$ cat src/rtl/sram_bus_master.sv
// sram_bus_master
//   Single-request master for an asynchronous byte-wide SRAM. Each accepted
//   host request goes through the phases SETUP (address/chip-enable settle),
//   ACCESS (strobe low for WAIT_CYCLES cycles) and HOLD (strobe released,
//   bus held). A one-cycle response pulse is raised during HOLD.
//
// Ports
//   clk, rst_n                   clock, asynchronous active-low reset
//   req_valid/req_ready          host request handshake (ready only in IDLE)
//   req_we, req_addr, req_wdata  request fields, latched on accept
//   rsp_valid, rsp_rdata         completion pulse and read data (held)
//   ce_n, oe_n, we_n             SRAM strobes, active low
//   address, data_out, data_oe   SRAM address, write data and its drive enable
//   data_in                      SRAM read data
//
// Every output, including req_ready, comes straight from a flop. The flops
// are loaded with the values that belong to the state being entered, so
// nothing combinational sits between an input pin and an output pin.

module sram_bus_master #(
    parameter int MEM_SIZE    = 65536,
    parameter int WAIT_CYCLES = 2,
    localparam int AW         = $clog2(MEM_SIZE)
) (
    input  logic          clk,
    input  logic          rst_n,
    input  logic          req_valid,
    output logic          req_ready,
    input  logic          req_we,
    input  logic [AW-1:0] req_addr,
    input  logic [7:0]    req_wdata,
    output logic          rsp_valid,
    output logic [7:0]    rsp_rdata,
    output logic          ce_n,
    output logic          oe_n,
    output logic          we_n,
    output logic [AW-1:0] address,
    output logic [7:0]    data_out,
    input  logic [7:0]    data_in,
    output logic          data_oe
);

    typedef enum logic [1:0] {
        IDLE   = 2'd0,
        SETUP  = 2'd1,
        ACCESS = 2'd2,
        HOLD   = 2'd3
    } state_t;

    state_t        state_reg, state_next;
    logic [3:0]    wait_cnt_reg, wait_cnt_next;
    logic          we_lat_reg, we_lat_next;
    logic          req_ready_reg, req_ready_next;
    logic          rsp_valid_reg, rsp_valid_next;
    logic [7:0]    rsp_rdata_reg, rsp_rdata_next;
    logic          ce_n_reg, ce_n_next;
    logic          oe_n_reg, oe_n_next;
    logic          we_n_reg, we_n_next;
    logic [AW-1:0] address_reg, address_next;
    logic [7:0]    data_out_reg, data_out_next;
    logic          data_oe_reg, data_oe_next;
    logic          accept;

    // req_ready_reg is high exactly when the FSM sits in IDLE out of reset,
    // so it doubles as the "may accept" qualifier.
    assign accept = req_valid && req_ready_reg;

    always_comb begin
        state_next     = state_reg;
        wait_cnt_next  = wait_cnt_reg;
        we_lat_next    = we_lat_reg;
        address_next   = address_reg;
        data_out_next  = data_out_reg;
        rsp_rdata_next = rsp_rdata_reg;

        case (state_reg)
            IDLE: begin
                if (accept) begin
                    state_next    = SETUP;
                    we_lat_next   = req_we;
                    address_next  = req_addr;
                    data_out_next = req_wdata;
                end
            end
            SETUP: begin
                state_next    = ACCESS;
                // Counts remaining ACCESS cycles after the current one.
                wait_cnt_next = 4'(WAIT_CYCLES - 1);
            end
            ACCESS: begin
                if (wait_cnt_reg == 4'd0) begin
                    state_next = HOLD;
                    // Sample the SRAM while oe_n is still low, on the edge
                    // that ends the strobe.
                    if (!we_lat_reg) begin
                        rsp_rdata_next = data_in;
                    end
                end else begin
                    wait_cnt_next = wait_cnt_reg - 4'd1;
                end
            end
            HOLD: begin
                state_next = IDLE;
            end
            default: begin
                state_next = IDLE;
            end
        endcase

        // Output levels for the state being entered.
        req_ready_next = (state_next == IDLE);
        ce_n_next      = (state_next == IDLE);
        we_n_next      = !((state_next == ACCESS) &&  we_lat_next);
        oe_n_next      = !((state_next == ACCESS) && !we_lat_next);
        data_oe_next   = (state_next != IDLE) && we_lat_next;
        rsp_valid_next = (state_next == HOLD);
    end

    always_ff @(posedge clk or negedge rst_n) begin
        if (!rst_n) begin
            state_reg     <= IDLE;
            wait_cnt_reg  <= 4'd0;
            we_lat_reg    <= 1'b0;
            req_ready_reg <= 1'b0;
            rsp_valid_reg <= 1'b0;
            rsp_rdata_reg <= 8'h00;
            ce_n_reg      <= 1'b1;
            oe_n_reg      <= 1'b1;
            we_n_reg      <= 1'b1;
            address_reg   <= '0;
            data_out_reg  <= 8'h00;
            data_oe_reg   <= 1'b0;
        end else begin
            state_reg     <= state_next;
            wait_cnt_reg  <= wait_cnt_next;
            we_lat_reg    <= we_lat_next;
            req_ready_reg <= req_ready_next;
            rsp_valid_reg <= rsp_valid_next;
            rsp_rdata_reg <= rsp_rdata_next;
            ce_n_reg      <= ce_n_next;
            oe_n_reg      <= oe_n_next;
            we_n_reg      <= we_n_next;
            address_reg   <= address_next;
            data_out_reg  <= data_out_next;
            data_oe_reg   <= data_oe_next;
        end
    end

    assign req_ready = req_ready_reg;
    assign rsp_valid = rsp_valid_reg;
    assign rsp_rdata = rsp_rdata_reg;
    assign ce_n      = ce_n_reg;
    assign oe_n      = oe_n_reg;
    assign we_n      = we_n_reg;
    assign address   = address_reg;
    assign data_out  = data_out_reg;
    assign data_oe   = data_oe_reg;

endmodule

$ cat config.mk
export PLATFORM = sky130hd
export DESIGN_NAME = sram_bus_master
export DESIGN_NICKNAME = d
export VERILOG_FILES = /design/src/rtl/sram_bus_master.sv
export SDC_FILE = /design/constraint.sdc
export NUM_CORES = 1
export LEC_CHECK = 0
export ABC_CLOCK_PERIOD_IN_PS = 2500
export BUFFER_PORTS_ARGS = -buffer_cell sky130_fd_sc_hd__buf_2
export CAP_MARGIN = 5
export CORE_MARGIN = 3
export CORE_UTILIZATION = 25
export DETAILED_ROUTE_END_ITERATION = 8
export PLACE_DENSITY_LB_ADDON = 0.15
export SYNTH_ARGS = -nofsm -noshare
export SYNTH_HDL_FRONTEND = slang
export SYNTH_SLANG_ARGS = --single-unit
$ cat constraint.sdc
create_clock -name clk -period 2.5 [get_ports clk]
set_input_delay 0.125 -clock clk [delete_from_list [all_inputs] [get_ports clk]]
set_output_delay 0.125 -clock clk [all_outputs]
set_load 0.005 [all_outputs]
# [After elaboration in Yosys (flattened, before gate mapping)]
# Cells that the tools add are included.
[word_totals] inputBits=36 output_inout_bits=38 word_cells=42 reg_bits=45
[classes] reduce_logical=15 add_sub_neg=1 bitwise=1 n_eq_ne=6 mux=7
[op_table] op="2-bit equality test (second input constant)" n=4
[op_table] op="2-bit one-hot mux with 4 select lines" n=1
[op_table] op="4-bit one-hot mux with 2 select lines" n=1
[op_table] op="1-bit logical AND" n=4
[op_table] op="2-bit zero test" n=2
[op_table] op="4-bit zero test" n=1
[op_table] op="2-bit two-way mux" n=2
[op_table] op="4-bit two-way mux" n=1
[op_table] op="2-bit AND reduction" n=2
[op_table] op="2-bit nonzero test" n=2
[op_table] op="4-bit by 1-bit subtractor with 4-bit output (second input constant)" n=1
[op_table] op="1-bit zero test" n=3
[op_table] op="3-bit AND reduction" n=1
[op_table] op="2-bit by 1-bit equality test with 1-bit output (second input constant)" n=1
[op_table] op="1-bit two-way mux" n=2
[op_table] op="2-bit != test (second input constant)" n=1
[op_table] op="1-bit inverter" n=1

# [Longest topological paths before layout]
[depth] ltp_word=6 mapped_depth=7 ltp_nobuf=6

# [Least setup slack after synthesis]
# Ideal clock, no wire load.
[synth_path] kind="register to register" startpoint="register wait_cnt_reg[0]" endpoint="register rsp_rdata_reg[0], in the netlist rsp_rdata[0]" required_time_ns=2.375 arrival_time_ns=1.856 setup_time_ns=0.125 stages_incl_launch_ff=8 setup_slack_ns=0.519 period_less_slack_ns=1.981 n_path_buf=2 cell_sequence="dfrtp_1 > inv_1 > ha_1 > or3b_1 > buf_2 > or3b_1 > buf_6 > mux2_4"
[synth_via] elab_chain_cells=2
[synth_rtl] element="start, declared" line="51" source="logic [3:0] wait_cnt_reg, wait_cnt_next;"
[synth_rtl] element="start signal, assigned" line="135" source="wait_cnt_reg <= wait_cnt_next;"
[synth_rtl] element="4-bit zero test" line="91" source="if (wait_cnt_reg == 4'd0) begin"
[synth_rtl] element="3-bit AND reduction (no source line)"
[synth_rtl] element="end signal, assigned" line="139" source="rsp_rdata_reg <= rsp_rdata_next;"
[synth_rtl] element="end, declared" line="55" source="logic [7:0] rsp_rdata_reg, rsp_rdata_next;"
# Every way passes these cells.
# A chain may end at the register's enable or synchronous reset.

# [Final worst setup path]
[layout_path] startpoint="register wait_cnt_reg[0]" endpoint="register rsp_rdata_reg[6], in the netlist rsp_rdata[6]"
# Same word-level chain as after synthesis.

==> metrics.md <==
| Metric | Value |
|---|---|
| Status | completed |
| Synthesis warning total | 0 |
| Gates resized, CTS repair | 0 |
| Post-Syn Instances | 122 |
| Net switching component of the power | 0.000929 W |
| Total grt overflow | 0 |
| DR pass1 iterations | 4 |
| Share of synthesized area spent on multiplexers | 0.226 |
| Clock tree from TritonCTS | done |
| Simple-gate area share of the yosys netlist | 0.0413 |
| Worst hold path type | in2reg |
| Wire length of the first global-routing pass | 6290 um |
| Sequential-to-total area share from yosys stat | 0.622 |
| Pre-CTS worst setup slack | 292 ps |
| P_int | 0.00208 W |
| Antenna violations before repair | 0 |
| Buffer levels on the longest clock path | 2 |
| First DRT Iteration DRCs | 44 |
| Final Hold Violating Endpoints | 0 |
| Proportion of total power due to net switching | 0.308 |
| Number of buffers created by CTS | 5 |
| Std cell rows | 30 |
| Slew at the pin with the worst max-slew slack | 505 ps |
| Number of placed I/O pins | 74 |
| Most common flop cell mapped by yosys | dfrtp_1 |
| Post-synth EDFFs | 0 |
| Remaining max-slew budget at the tightest pin | 0.664 |
| Die H | 91.2 um |
| Synth top cells by count | dfrtp_1, mux2_2, mux2_4 |
| Crit path DAT | 2380 ps |
| Area contributors post-synth | dfrtp_1, mux2_2, mux2_4 |
| Register bit total from synthesis | 45 |
| Synthesized net count | 164 |
| Synthesized area per cell | 14.9 um^2 |
| CP Capture Type | flop |
| Max-capacitance violation count | 0 |
| Synthesis-to-finish area growth | 33.2% |
| XOR/XNOR Fraction of Synth Area | 0 |
| Data required time at the worst endpoint | 2680 ps |
| Portion of synthesized cell area occupied by the leading cell type | 0.579 |
| Synth cell types | 23 |
| Clock sink count | 45 |
| Setup TNS | 0 ps |
| Buffers added on ports | 73 |
| Clk pwr share | 0.188 |
| DPL Wire Length | 2880 um |
| Clock-pin slew of the registers on the worst-case setup and hold paths | 80 ps |
| Highest attainable clock frequency | 455 MHz |
| Pin count of the biggest net entering global routing | 28 |
| Layout filler cell count | between 700 and 800 |
| Cell with the most instances after synthesis | dfrtp_1 |
| Detail-routed net length per standard cell | around 13 um |
| Kind of launch point of the worst setup path | flop |
| Core footprint | 6910 um^2 |
| Final GP Congestion | slightly below 0.8 |
| Via count of the first global-routing pass | between 1,000 and 1,500 |
| Number of diodes added for antenna fixing | 0 |
| Antenna violation net count after detailed routing | 0 |
| Pleak | 1.23 nW |
| GRT Resource Usage Total | 0.0956 |
| Share of the synthesized area in compound gates (AO/OA/AOI/OAI) | 0.0399 |
| Period utilization | 0.879 |
| Count of nets after finishing | 242 |
| Mapped cell area | 1820 um^2 |
| Worst hold slack after final layout | approximately 54 ps |
| RSZ-0062 raised after global routing | false |
| Slew Viols, Final | 0 |
| Area leader, netlist | dfrtp_1 |
| DR vias/cell | about 4 |
| Routed wire length | 3800 um |
| Area share of fa/ha/maj cells after synthesis | 0.0413 |
| Chip width | 91.2 um |
| Insertion delay to the later sink of the worst-skew pair | 290 ps |
| Total number of vias | 1,166 |
| Part of the power in combinational logic | 0.392 |
| Flip-flop count of the largest register after layout | 16 |
| Final WS setup | 302 ps |
| Proportion of synthesized flip-flops having asynchronous set or reset | 1.00 |
| Number of DRC violations after detailed routing | 0 |
| Time the worst path needs with I/O delays and setup | about 2200 ps |
| Maximum fanout count along the critical path | 8 |
| Worst-case vdd ir drop | 0.452 mV |
| Root buffer cell | clkbuf_8 |
| Pwr dens | about 1200 nW/um^2 |
| Die area | approximately 8300 um^2 |
| Initial Utilization | 0.263 |
| Clock skew | 6.48 ps |
| Setup Crit Path Kind | reg2reg |
| Combinational family with the most area after synthesis | multiplexers |
| Share of cells above drive strength 1 | 0.602 |
| Number of levels in the clock H-tree | 2 |
| Register share of total power | 0.420 |
| Final setup violation count | 0 |
==> area by class of cell <==
cell class | instances | area [um^2] | share of cell area
sequential | 45 | 1130 | 0.467
multi-input combinational | 65 | 633 | 0.262
clock buffer | 6 | 82.6 | 0.0341
timing repair buffer | 76 | 390 | 0.161
inverter | 7 | 26.3 | 0.0109
tap | 96 | 120 | 0.0496
clock inverter | 2 | 37.5 | 0.0155
==> power by group through the flow <==
| stage | logic, W | registers [W] | clock network [W] |
|---|---|---|---|
| after floorplan | 0.000698 | 0.00130 | 0 |
| after CTS | 0.00121 | 0.00127 | 0.000597 |
| after global placement | 0.00119 | 0.00129 | 0 |
| final | 0.00118 | 0.00127 | 0.000566 |
| after detailed placement | 0.00121 | 0.00128 | 0 |
| after global routing | 0.00132 | 0.00131 | 0.000625 |
==> path summary, 6_finish.rpt <==
check,slack [ps],end,from,cells after the start
max,300,rsp_rdata[6],wait_cnt_reg[0],5
min,50,address[5],req_addr[5],2
max reg2reg,300,rsp_rdata[6],wait_cnt_reg[0],5
min reg2reg,500,data_out[6],data_out[6],1
max in group asynchronous,1460,we_n,rst_n,3
min in group asynchronous,300,rsp_rdata[5],rst_n,2
==> repair_timing <==
| item | in CTS | in global routing |
|---|---|---|
| endpoints found under the setup margin | 0 | 0 |
| buffers inserted | 0 | 0 |
| hold buffers | 1 | 0 |
| endpoints found under the hold margin | 17 | 0 |
==> metal layers <==
metal,share of wire,vias up,track usage
met2,0.43,53,0.137
li1,-,574,-
met1,0.48,534,0.133
met3,0.077,5,0.0315
met4,0.013,0,0.0377
met5,0,-,0
==> stage by stage <==
step / total power (W) / cell area, um^2 / instances / util
2_1_floorplan: 0.00200 / 1820 / 122 / -
3_3_place_gp: 0.00248 / 2290 / 288 / 0.332
3_5_place_dp: 0.00249 / 2290 / 288 / 0.332
4_1_cts: 0.00308 / 2420 / 297 / 0.350
5_1_grt: 0.00326 / 2420 / 297 / 0.350
6_report: 0.00301 / 2420 / 297 / 0.350
==> critical path, stage by stage (launching register included) <==
cell     delay, ps
dfrtp_1        410
inv_1          100
ha_1           140
or3b_1         440
or3b_1         620
mux2_4         380
==> cell usage in the layout, fill, tap and decap left out <==
cell type and instances:
a21oi_1 3, a221o_2 1, buf_2 73, buf_4 2
bufinv_16 1, clkbuf_8 6, clkinvlp_4 1, dfrtp_1 42
dfstp_2 3, dlygate4sd3_1 1, ha_1 6, inv_1 7
mux2_2 24, mux2_4 8, mux2i_1 2, nand2_1 1
nand3_1 4, nor2_1 5, nor2b_1 1, o21ai_0 4
o21bai_1 1, o2bb2ai_1 1, o31a_2 1, or3b_1 2
or4_2 1
==> kinds of logic (layout without fill, tap and decap cells) <==
family,count (synthesis),in the layout
multiplexers,34,34
buffers and inverters,12,91
AO/OA/AOI/OAI,11,11
adder cells (fa/ha/maj),6,6
flip-flops,45,45
AND/OR/NAND/NOR,14,14
(Power assumes the default switching activity.)
